<file path="src/rtl/dmem_port.sv">
// dmem_port: memory-stage data-port controller.
// Takes one word load or store per instruction from the EX/MEM register, runs it
// over a req/ack data bus with variable latency, and stalls the pipeline until the
// transfer finishes. Returns registered load data or a one-cycle error pulse.
//
// Ports:
//   clk, resetn          clock, asynchronous active-low reset
//   m_ren, m_wen         load / store request from EX (store wins if both high)
//   m_addr, m_dout       byte address and store data
//   stall                hold EX/MEM and all upstream stages
//   ld_data, ld_valid    registered load result and its one-cycle valid pulse
//   mem_err              one-cycle pulse: misaligned address or bus timeout
//   bus_req, bus_we      bus request (held until ack) and write enable
//   bus_addr, bus_wdata  word-aligned address and write data
//   bus_rdata, bus_ack   read data and single-cycle completion pulse
module dmem_port #(
  parameter int unsigned TIMEOUT = 255
) (
  input  logic        clk,
  input  logic        resetn,
  input  logic        m_ren,
  input  logic        m_wen,
  input  logic [31:0] m_addr,
  input  logic [31:0] m_dout,
  output logic        stall,
  output logic [31:0] ld_data,
  output logic        ld_valid,
  output logic        mem_err,
  output logic        bus_req,
  output logic        bus_we,
  output logic [31:0] bus_addr,
  output logic [31:0] bus_wdata,
  input  logic [31:0] bus_rdata,
  input  logic        bus_ack
);

  typedef enum logic [1:0] {StIdle, StBusy, StDone} state_e;

  localparam logic [7:0] CntLast = 8'(TIMEOUT - 1);

  state_e      state_q, state_d;
  logic [31:2] addr_q, addr_d;
  logic [31:0] wdata_q, wdata_d;
  logic [31:0] ld_data_q, ld_data_d;
  logic        we_q, we_d;
  logic        err_q, err_d;
  logic [7:0]  cnt_q, cnt_d;

  logic req;
  logic aligned;

  assign req     = m_ren | m_wen;
  assign aligned = (m_addr[1:0] == 2'b00);

  always_comb begin
    state_d   = state_q;
    addr_d    = addr_q;
    wdata_d   = wdata_q;
    ld_data_d = ld_data_q;
    we_d      = we_q;
    err_d     = err_q;
    cnt_d     = cnt_q;
    unique case (state_q)
      StIdle: begin
        if (req) begin
          if (aligned) begin
            addr_d  = m_addr[31:2];
            wdata_d = m_dout;
            we_d    = m_wen;
            cnt_d   = 8'd0;
            err_d   = 1'b0;
            state_d = StBusy;
          end else begin
            // No bus access at all; report the fault in DONE.
            err_d   = 1'b1;
            state_d = StDone;
          end
        end
      end
      StBusy: begin
        cnt_d = cnt_q + 8'd1;
        // Ack takes priority over an expiring timeout in the same cycle.
        if (bus_ack) begin
          if (!we_q) begin
            ld_data_d = bus_rdata;
          end
          err_d   = 1'b0;
          state_d = StDone;
        end else if (cnt_q == CntLast) begin
          ld_data_d = 32'd0;
          err_d     = 1'b1;
          state_d   = StDone;
        end
      end
      StDone: begin
        // The served request is still on the inputs; never reissue it here.
        state_d = StIdle;
      end
      default: state_d = StIdle;
    endcase
  end

  always_ff @(posedge clk or negedge resetn) begin
    if (!resetn) begin
      state_q   <= StIdle;
      addr_q    <= '0;
      wdata_q   <= 32'd0;
      ld_data_q <= 32'd0;
      we_q      <= 1'b0;
      err_q     <= 1'b0;
      cnt_q     <= 8'd0;
    end else begin
      state_q   <= state_d;
      addr_q    <= addr_d;
      wdata_q   <= wdata_d;
      ld_data_q <= ld_data_d;
      we_q      <= we_d;
      err_q     <= err_d;
      cnt_q     <= cnt_d;
    end
  end

  // Gated by resetn so a request held during reset cannot stall the pipeline.
  assign stall     = resetn & (((state_q == StIdle) & req) | (state_q == StBusy));
  assign bus_req   = (state_q == StBusy);
  assign bus_we    = we_q;
  assign bus_addr  = {addr_q, 2'b00};
  assign bus_wdata = wdata_q;
  assign ld_data   = ld_data_q;
  // A misaligned store leaves we_q stale, but err_q masks ld_valid then.
  assign ld_valid  = (state_q == StDone) & ~err_q & ~we_q;
  assign mem_err   = (state_q == StDone) & err_q;

endmodule

</file>
<file path="config.mk">
export PLATFORM = sky130hd
export DESIGN_NAME = dmem_port
export DESIGN_NICKNAME = d
export VERILOG_FILES = /design/src/rtl/dmem_port.sv
export SDC_FILE = /design/constraint.sdc
export NUM_CORES = 1
export LEC_CHECK = 0
export CORE_UTILIZATION = 40
export CTS_CLUSTER_DIAMETER = 120
export CTS_CLUSTER_SIZE = 16
export DETAILED_ROUTE_END_ITERATION = 8
export PLACE_DENSITY = 0.8
export SYNTH_ARGS = -nofsm -noshare
export SYNTH_HDL_FRONTEND = slang
export SYNTH_SLANG_ARGS = --single-unit
</file>
<file path="constraint.sdc">
create_clock -name clk -period 2.4 [get_ports clk]
set_clock_uncertainty 0.1 [all_clocks]
set_input_delay 0.6 -clock clk [delete_from_list [all_inputs] [get_ports clk]]
set_output_delay 0.6 -clock clk [all_outputs]
set_load 0.005 [all_outputs]
</file>
# Yosys cells after proc, flatten, opt, wreduce, memory -nomap -nowiden
# Index checks and enable logic that the tools add are counted.
# classes
addsub,1
mul,0
div,0
magnitude_cmp,0
eq_ne,7
shift,0
mux,16
bitwise,9
n_reduce_logical,9
# op_table
op,count
32-bit two-way mux,3
8-bit two-way mux,2
8-bit one-hot mux with 2 select lines,1
3-bit AND reduction,4
"8-bit by 1-bit adder with 8-bit output, second input constant",1
"8-bit == test, second input constant",1
2-bit two-way mux,4
"2-bit inequality test, second input constant",3
1-bit AND,5
2-bit logical NOT,2
1-bit two-way mux,4
2-bit one-hot mux with 2 select lines,1
2-bit nonzero test,2
"3-bit by 1-bit inequality test with 1-bit output, second input constant",1
"2-bit by 1-bit == test with 1-bit output, second input constant",1
"2-bit == test, second input constant",1
1-bit NOT,2
1-bit bitwise OR,2
1-bit one-hot mux with 2 select lines,1
2-bit AND reduction,1
# totals
register_bits,106
latch_bits,0
ram_bits,0
rom_bits,0
in_bits,101
output_inout_bits,101
wordCells,49
memories,0

# Depth between registers and ports, before layout
# Gate-level depths: netlist of run 1.
# logic_depth
word_depth,4
ltp_mapped,7
ltp_nobuf,6

# Least setup slack after synthesis of run 1
# OpenSTA, ideal clock, no wires.
# synth_path
path_type,input -> output
start,in m_wen
end,out stall
arrival_ns,1.061
required_ns,1.700
setup_slack_ns,0.639
path_stages,3
path_buffers,0
path_cell_list,nor2_1 -> a21oi_1 -> and2_1
# synth_via
elab_chain_len,4
# synth_lines
element,line_no,text
"start, declared",22,"input logic m_wen,"
1-bit bitwise OR,52,assign req = m_ren | m_wen;
1-bit AND,124,assign stall = resetn & (((state_q == StIdle) & req) | (state_q == StBusy));
1-bit bitwise OR,124,
1-bit AND,124,
"end, declared",25,"output logic stall,"
# No other way between the ends.

# Final worst setup path of run 1
# layout_path
start,reg state_q[0]
end,out mem_err
# layout_via
elab_chain_len,2
# layout_lines
element,line_no,text
"start, declared",41,"state_e state_q, state_d;"
"start signal, assigned",105,state_q <= StIdle;
"start signal, assigned",113,state_q <= state_d;
2-bit == test,132,assign mem_err = (state_q == StDone) & err_q;
1-bit AND,132,
"end, declared",28,"output logic mem_err,"
# No other way between the ends.

==> results of run 1 <==
## final cells by class
type	instances	area (um^2)
clock buffers	11	141
clock inverters	5	77.6
fillers	782	3310
inverters	5	21.3
multi-input cells	281	1380
flip-flops and latches	106	2650
well taps	133	166
repair buffers	213	2120
## state kept, by name, summed over array words and instances, names as in the netlist
| register | count |
|---|---|
| err_q | 1 |
| ld_data | 32 |
| bus_wdata | 32 |
| cnt_q | 8 |
| addr_q | 30 |
| state_q | 2 |
| bus_we | 1 |
## cells in the final DEF (no fill, tap or decap), drive strengths merged, types with 2 or more instances in the layout
cell type,count
ha,2
inv,5
buf,15
or3,3
dfrtp,106
clkdlybuf4s50,195
a22o,32
nand3,3
a21oi,8
o211ai,2
nor3,4
or4b,2
nor2,8
conb,2
o2bb2ai,3
o21ai,5
clkbuf,12
bufinv,2
clkinv,2
nand2,194
## synth_stat cells
cell type | n | area share, %
nand2b_1 | 1 | 0.15
o2bb2ai_1 | 3 | 0.64
ha_1 | 2 | 0.61
a21oi_1 | 8 | 0.97
buf_4 | 2 | 0.36
mux2_2 | 1 | 0.27
or2_2 | 1 | 0.15
dfrtp_1 | 106 | 64
and3b_1 | 1 | 0.21
o211ai_1 | 2 | 0.36
a22o_1 | 32 | 6.8
o41ai_1 | 1 | 0.21
clkbuf_1 | 16 | 1.5
conb_1 | 1 | 0.091
inv_1 | 5 | 0.46
and2_1 | 1 | 0.15
or4b_1 | 2 | 0.49
buf_1 | 1 | 0.091
or4_1 | 1 | 0.18
o21ai_1 | 1 | 0.12
nand2_1 | 194 | 18
nor4b_1 | 1 | 0.21
or3_1 | 3 | 0.46
nor3_1 | 4 | 0.49
o31a_1 | 1 | 0.21
nand4_1 | 1 | 0.15
buf_2 | 4 | 0.49
nand3b_1 | 1 | 0.18
o21ai_0 | 4 | 0.49
nor2_1 | 8 | 0.73
nand3_1 | 3 | 0.36
a31oi_1 | 1 | 0.15
and3_1 | 1 | 0.15
## power by group through the flow
| stage | clock [uW] | sequential [uW] | combinational, uW |
|---|---|---|---|
| floorplan | 0 | 2890 | 665 |
| global placement | 0 | 2860 | 2350 |
| detailed placement | 0 | 2870 | 2410 |
| CTS | 1240 | 2860 | 2430 |
| global route | 1310 | 2940 | 2640 |
| finish | 1200 | 2850 | 2400 |
## routing by layer
layer | up-vias | GRT usage [%] | routed length [um]
met2 | 181 | 33.9 | 5200
met1 | 1700 | 23.6 | 4350
li1 | 1749 | - | -
met4 | 0 | 10.6 | 337
met3 | 29 | 8.13 | 1140
met5 | - | 0 | 0
## metrics by stage
step | instance area, um^2 | hold slack, ps | utilization (%)
2_1_floorplan | 4120 | 204 | -
3_3_place_gp | 6300 | 357 | 63.9
3_5_place_dp | 6300 | 361 | 63.9
4_1_cts | 6530 | 336 | 66.2
5_1_grt | 6560 | 391 | 66.5
6_report | 6560 | 327 | 66.5
## worst max-delay path, delay by kind of cell, from the launching register on
family / cells / cell delay (ps)
buf+inv: 2 / 610
simple gates: 1 / 180
flops: 1 / 470
## repair_timing
item / in CTS / in global routing
endpoints found under the setup margin: 3 / 35
setup buffers: 0 / 2
pin swaps: 3 / 0
resized for setup: 7 / 6
cloned: 0 / 0
## worst max path at each step
| stage | from | end | slack (ps) | cells after the start |
|---|---|---|---|---|
| after floorplan | m_wen | stall | 640 | 3 |
| after detailed placement | m_wen | stall | -320 | 5 |
| final | state_q[0] | mem_err | 70 | 3 |
| after CTS | m_ren | stall | 3 | 5 |
| after global placement | m_wen | stall | -320 | 5 |
| after global routing | state_q[0] | mem_err | 2 | 3 |
## logic make-up (layout without fill, tap and decap cells)
| logic type | Yosys count | count (layout) | share of synthesized area (%) |
|---|---|---|---|
| and+or+nand+nor | 223 | 223 | 21.8 |
| buffers and inverters | 28 | 234 | 2.86 |
| other | 1 | 2 | 0.0911 |
| adders and majority gates | 2 | 2 | 0.608 |
| muxes | 1 | 1 | 0.274 |
| DFF | 106 | 106 | 64.4 |
| AOI/OAI and AO/OA | 53 | 53 | 9.97 |
==> qor.yml, run 1 <==
run_status:
  outcome: "finished, final reports clean"
clock_network:
  cts_root_buf: "clkbuf_8"
  htreeDepth: 3
  cts_made_buffers: 9
  cts_tree: "built"
  cts-hold-fix-buffers: 0
  cts.clk_slew.worst_paths_ps: 100
  clock_sinks: 106
  clk_latency_ps: 370
  max-clock-path-buffers: 2
grt:
  grt_pass1_vias: 3588
  grt_overflow: 0
  antenna_found_initial: 0
  grt_usage_pct: 20.7
  grt_pass1_wl_mm: 16.7
  grt_max_degree: 70
timing:
  tns_ps: 0
  rsz0062_at_grt: "no"
  slew_headroom_pct: 43.2
  fin_crit_sh_pct: 97.2
  layout_setup_ws_ps: 66.2
  finalSetupViolations: 0
  fin_crit_ps: 2330
  fmax_mhz: 428
  drv_slew: 0
  tightest_slew_ps: 852
  hold_viol: 0
drt:
  vias: 3659
  antenna_left: 0
  drc_errors: 0
  wl_per_cell_um: 14.6
  drtIter0Drc: 75
  wirelength_mm: 11.0
  vias_per_cell: 4.85
  firstDrtPassIters: 5
critical_path:
  cp.arrival_ps: 1630
  worstSetupEndpointType: "output pin"
  slowest_delay_ps: 510
  critPathMaxFanout: 7
  critPathKind: "reg -> out"
  slowest_stage: "clkdlybuf4s50_1"
  worstPathCellList: "inv_4 -> and3_1 -> clkdlybuf4s50_1"
  ff2ff_setup_slack_ps: 440
  reg2regPathDepth: 6
  start_kind: "register"
  crit_required_ps: 1700
  regToRegStartpoint: "cnt_q[0]"
  worstReg2RegEnd: "ld_data[19]"
power_and_ir_drop:
  switching_share_pct: 28.0
  seqPwrFrac_pct: 44.2
  power_uw: 6450
  p_per_area_mw_per_mm2: 984
  power.share.combinational_pct: 37.2
  ir_drop_mv: 0.749
  power.internal_uw: 4640
  p_sw_uw: 1810
  pwr-share-clk_pct: 18.6
  p_leak_uw: 0.00311
logic_synthesis:
  syn_area_per_cell_um2: 9.94
  synth-seq-area-share_pct: 64.4
  synth_warnings: 0
  synth-seq-cells: 106
  synth_area_mm2: 0.00412
  synthDistinctLibCells: 33
  syn_inst: 414
cells_and_area:
  areaGrowthSynthToFinish_pct: 59.3
  diodes: 0
  finalNonFillerCells: 754
  drive_gt1_share_pct: 6.76
  fin_nets: 719
worst_hold_path:
  hold_path_class: "in -> async"
place:
  dp.cells: 736
  port_buffers: 199
  place_hpwl_mm: 7.93
  place_ws_ps: -321
  gp_congestion: 0.815
floorplan:
  die_area_mm2: 0.0107
  die_w_um: 103
  die_y_um: 103
  core_mm2: 0.00986
  fp-row-count: 36
  start_util_pct: 41.7
  num_io_pins: 202
job:
  cap_violations: 0
Power figures use the tool's default switching activity.
==> run 2: changes to the inputs <==
Settings changed: SETUP_SLACK_MARGIN set to 0.15.
==> qor.yml, run 2 (synthesized netlist as in run 1, its figures left out) <==
run_status:
  outcome: "finished, final reports clean"
power_and_ir_drop:
  pwr-share-clk_pct: 18.5  # about the same
  p_leak_uw: 0.00312  # +0.29%
  p_sw_uw: 1810  # +0.41%
  p_per_area_mw_per_mm2: 982  # -0.12%
  switching_share_pct: 28.0  # +0.037 points
  power_uw: 6470  # +0.28%
  ir_drop_mv: 0.752  # +0.34%
  power.share.combinational_pct: 37.4  # +0.2 points
  power.internal_uw: 4650  # +0.23%
  seqPwrFrac_pct: 44.1  # about the same
critical_path:
  worstPathCellList: "inv_2 -> buf_4 -> a21oi_2 -> and2_4 -> clkdlybuf4s15_2"
  slowest_stage: "dfrtp_2"
  critPathMaxFanout: 4  # -3
  start_kind: "register"
  critPathKind: "reg -> out"
  cp.arrival_ps: 1460  # -170 ps
  crit_required_ps: 1700  # about the same
  slowest_delay_ps: 410  # -100 ps
  worstSetupEndpointType: "output pin"
timing:
  drv_slew: 0  # unchanged
  fin_crit_ps: 2160  # -178 ps
  tightest_slew_ps: 849  # -3.79 ps
  hold_viol: 0  # unchanged
  slew_headroom_pct: 43.4  # +0.25 points
  fmax_mhz: 464  # +8.2%
  finalSetupViolations: 0  # unchanged
  rsz0062_at_grt: "no"
  fin_crit_sh_pct: 89.8  # -7.4 points
  tns_ps: 0  # unchanged
grt:
  grt_overflow: 0  # unchanged
  grt-busiest-layer: "met2"
  met3_usage_pct: 8.13  # unchanged
  grt_usage_pct: 21.0  # +0.22 points
  grtUsageMet2_pct: 34.7  # +0.82 points
  grt_max_degree: 70  # unchanged
  grt_pass1_vias: 3615  # +0.75%
  antenna_found_initial: 0  # unchanged
  grt_pass1_wl_mm: 16.9  # +1.2%
  grt_use_met1_pct: 23.7  # +0.088 points
drt:
  antenna_left: 0  # unchanged
  drc_errors: 0  # unchanged
  wirelength_mm: 11.2  # +1.1%
  firstDrtPassIters: 4  # -1
  vias: 3671  # +0.33%
  vias_per_cell: 4.85  # about the same
  drtIter0Drc: 86  # +15%
  wl_per_cell_um: 14.7  # +0.69%
clock_network:
  htreeDepth: 3  # unchanged
  clk_latency_ps: 370  # about the same
  clock_sinks: 106  # unchanged
  max-clock-path-buffers: 2  # unchanged
  cts_made_buffers: 9  # unchanged
  cts_root_buf: "clkbuf_8"
  cts.clk_slew.worst_paths_ps: 100  # about the same
  cts_tree: "built"
place:
  gp_congestion: 0.815  # unchanged
  dp.cells: 736  # unchanged
  place_hpwl_mm: 7.93  # unchanged
  port_buffers: 199  # unchanged
cells_and_area:
  finalNonFillerCells: 757  # +0.40%
  diodes: 0  # unchanged
  postLayoutCoreUtil_pct: 66.7  # +0.27 points
  seq_area_mm2: 0.00265  # unchanged
  layout_common_cells: "194 x nand2_1, 192 x clkdlybuf4s50_1, 105 x dfrtp_1"
  layout_commonest_cell: "nand2_1"
  fin_nets: 722  # +0.42%
  areaGrowthSynthToFinish_pct: 59.9
  multiInputGateArea_mm2: 0.00139  # +0.82%
  drive_gt1_share_pct: 7.53  # +0.77 points
  fillCellCount: 781  # -0.13%
floorplan:
  die_y_um: 103  # unchanged
  core_mm2: 0.00986  # unchanged
  num_io_pins: 202  # unchanged
  fp-row-count: 36  # unchanged
  start_util_pct: 41.7  # unchanged
  die_w_um: 103  # unchanged
  die_area_mm2: 0.0107  # unchanged
job:
  cap_violations: 0  # unchanged
worst_hold_path:
  hold_path_class: "in -> async"
## run 2: cell types whose count changed in the layout (fill, tap and decap cells not counted), sizes merged
cell / before / now
buf: 15 / 19
clkbuf: 12 / 11
clkdlybuf4s15: 0 / 1
clkdlybuf4s50: 195 / 192
dlygate4sd2: 1 / 4
dlymetal6s2s: 1 / 0
## run 2: cell type report
class	count	share of cell area (%)
tap	133	2.53
inverter	5	0.285
sequential	106	40.3
clock inverter	5	1.18
clock buffer	11	2.15
multi-input combinational	281	21.1
timing repair buffer	216	32.4
## run 2: worst max-delay path: cells and delay by family, from the launching register on
family                 cells  cell delay [ps]
AO/OA/AOI/OAI              1              140
AND/OR/NAND/NOR            1              160
buffers and inverters      3              380
flip-flops                 1              410
## run 2: timing repair
| item | CTS | global route |
|---|---|---|
| pin swaps | 3 | 0 |
| hold buffers | 0 | 0 |
| setup endpoints to repair | 36 | 1 |
| gates resized for setup | 19 | 1 |
| setup buffers | 4 | 1 |
| endpoints found under the hold margin | 0 | 0 |
## run 2: per-stage QoR
step / area (um^2) / hold WS, ps / setup WS [ps]
after floorplan: 4120 / 204 / 639
final: 6580 / 331 / 244
after CTS: 6580 / 340 / 168
after global routing: 6580 / 394 / 170
after global placement: 6300 / 357 / -315
after detailed placement: 6300 / 361 / -321
## run 2: worst paths after layout
path	start	to	slack, ps	depth (start not counted)
max	state_q[0]	stall	240	5
min	resetn	cnt_q[7]	330	2
max reg2reg	cnt_q[0]	ld_data[18]	420	6
min reg2reg	bus_wdata[25]	bus_wdata[25]	380	2
max in group asynchronous	resetn	addr_q[23]	870	3
min in group clk	bus_wdata[25]	bus_wdata[25]	380	2
## run 2: per-layer routing
layer	share of wire (%)	routed length [um]
met1	40	4420
met2	47	5280
met3	10	1130
met4	2.9	323
met5	0	0
## run 2: power by group through the flow
stage                     Combinational [uW]  Sequential, uW  Clock, uW
after floorplan                          665            2890          0
after detailed placement                2410            2870          0
final                                   2420            2850       1190
after global placement                  2350            2860          0
after global routing                    2660            2940       1310
after CTS                               2450            2850       1240
==> run 3: changes to the inputs <==
Settings changed: GPL_TIMING_DRIVEN set to 0.
==> qor.yml, run 3 (synthesized netlist as in run 1, its figures left out) <==
floorplan:
  die_y_um: 103  # unchanged
  core_mm2: 0.00986  # unchanged
  die_area_mm2: 0.0107  # unchanged
  num_io_pins: 202  # unchanged
  fp-row-count: 36  # unchanged
  die_w_um: 103  # unchanged
  start_util_pct: 41.7  # unchanged
job:
  cap_violations: 0  # unchanged
grt:
  grt_overflow: 0  # unchanged
  grt_pass1_wl_mm: 17.0  # +0.41%
  grt_usage_pct: 20.7  # -0.29 points
  antenna_found_initial: 0  # unchanged
  grt_pass1_vias: 3633  # +0.50%
  grt_max_degree: 54  # -23%
critical_path:
  path_buf_inv: 3  # unchanged
  start_kind: "register"
  slowest_stage: "dfrtp_2"
  cp.arrival_ps: 1460  # about the same
  critPathMaxFanout: 9  # +5
  worstPathCellList: "clkbuf_8 -> buf_4 -> a21oi_2 -> and2_1 -> clkbuf_2"
  regToRegStartpoint: "cnt_q[0]"
  worstSetupEndpointType: "output pin"
  critPathKind: "reg -> out"
  critical-path-top-delay-family: "flip-flops"
  crit_required_ps: 1700  # about the same
  startpoint: "state_q[1]"
  slowest_delay_ps: 440  # +30 ps
timing:
  fmax_mhz: 463  # -0.21%
  layout_setup_ws_ps: 239  # -4.58 ps
  fin_crit_ps: 2160  # +4.58 ps
  tightest_slew_ps: 1010  # +160 ps
  fin_crit_sh_pct: 90.0  # +0.19 points
  hold_viol: 0  # unchanged
  slew_headroom_pct: 32.5  # -11 points
  holdWs_ps: 68.4  # -263 ps
  drv_slew: 0  # unchanged
  rsz0062_at_grt: "yes"
  finalSetupViolations: 0  # unchanged
place:
  place_hpwl_mm: 8.10  # +2.2%
  place_ws_ps: -545  # -224 ps
  gp_congestion: 0.806  # -1.1%
  dp.cells: 748  # +1.6%
  port_buffers: 199  # unchanged
power_and_ir_drop:
  ir_drop_mv: 0.437  # -42%
  p_per_area_mw_per_mm2: 959  # -2.4%
  power_uw: 6340  # -2.0%
  p_leak_uw: 0.00316  # +1.2%
drt:
  drtIter0Drc: 98  # +14%
  maxUsedRoutingLayer: "met4"
  drt-met1-wl_mm: 4.45  # +0.70%
  wl_met3_mm: 1.22  # +8.2%
  drc_errors: 0  # unchanged
  vias_per_cell: 4.85  # about the same
  wl_met2_mm: 5.26  # -0.36%
  antenna_left: 0  # unchanged
  vias: 3733  # +1.7%
  firstDrtPassIters: 5  # +1
  wl_per_cell_um: 14.5  # -1.7%
  wirelength_mm: 11.2  # about the same
worst_hold_path:
  hold_path_class: "in -> async"
cells_and_area:
  fillCellCount: 773  # -1.0%
  layout_commonest_cell: "nand2_1"
  diodes: 0  # unchanged
  fin_nets: 736  # +1.9%
  layout_common_cells: "194 x nand2_1, 192 x clkdlybuf4s50_1, 104 x dfrtp_1"
  areaGrowthSynthToFinish_pct: 60.5
  seq_area_mm2: 0.00266  # about the same
  multiInputGateArea_mm2: 0.00138  # -1.2%
  drive_gt1_share_pct: 7.54  # about the same
  finalNonFillerCells: 770  # +1.7%
clock_network:
  clk_latency_ps: 360  # about the same
  htreeDepth: 3  # unchanged
  cts_made_buffers: 9  # unchanged
  clock_sinks: 106  # unchanged
  cts.clk_slew.worst_paths_ps: 90  # about the same
  cts_tree: "built"
  cts_root_buf: "clkbuf_8"
  max-clock-path-buffers: 2  # unchanged
run_status:
  outcome: "finished, final reports clean"
==> run 3: changes by cell type in the layout (fill, tap and decap cells not counted), moves of 3 or more <==
cell,before,now
clkbuf_1,1,10
buf_4,16,7
buf_2,1,4
clkbuf_2,0,9
==> run 3: power breakdown <==
part           total (uW)  switching (uW)  internal (uW)
combinational        2440             836           1600
clock                1060             587            476
sequential           2830             388           2450
total                6340            1810           4520
==> run 3: routing by layer <==
metal	vias up	global-route usage [%]
met5	-	0
met3	17	7.59
met2	178	34.8
met1	1750	23.5
met4	0	9.21
li1	1788	-
==> run 3: final timing paths <==
check                           slack (ps)      endpoint  depth (start not counted)
worst min-delay path                    70   ld_data[19]                          2
min in group clk                       380  bus_wdata[4]                          2
worst max register to register         370   ld_data[11]                          7
max in group asynchronous              730   ld_data[13]                          2
worst min register to register         380  bus_wdata[4]                          2
worst max-delay path                   240         stall                          5
==> run 3: layout make-up <==
cell class                 instances  area share (%)
sequential                       106            40.2
timing repair buffer             207            31.6
multi-input combinational        281            20.8
tap                              133            2.52
clock buffer                      10            1.93
buffer                            23            1.78
clock inverter                     5           0.852
inverter                           5           0.322
==> run 3: repair_timing <==
| item | CTS | global route |
|---|---|---|
| hold endpoints to repair | 21 | 0 |
| buffers inserted | 4 | 1 |
| pin swaps | 1 | 1 |
| endpoints found under the setup margin | 64 | 62 |
| hold buffers | 2 | 0 |
| resized for setup | 21 | 19 |
==> run 3: stage by stage <==
stage | setup TNS [ps] | area [um^2] | utilization (%)
final | 0 | 6610 | 67.0
after global routing | 0 | 6610 | 67.0
after CTS | 0 | 6590 | 66.8
after detailed placement | -18110 | 6300 | 63.9
after global placement | -366080 | 6280 | 63.6
after floorplan | 0 | 4120 | -
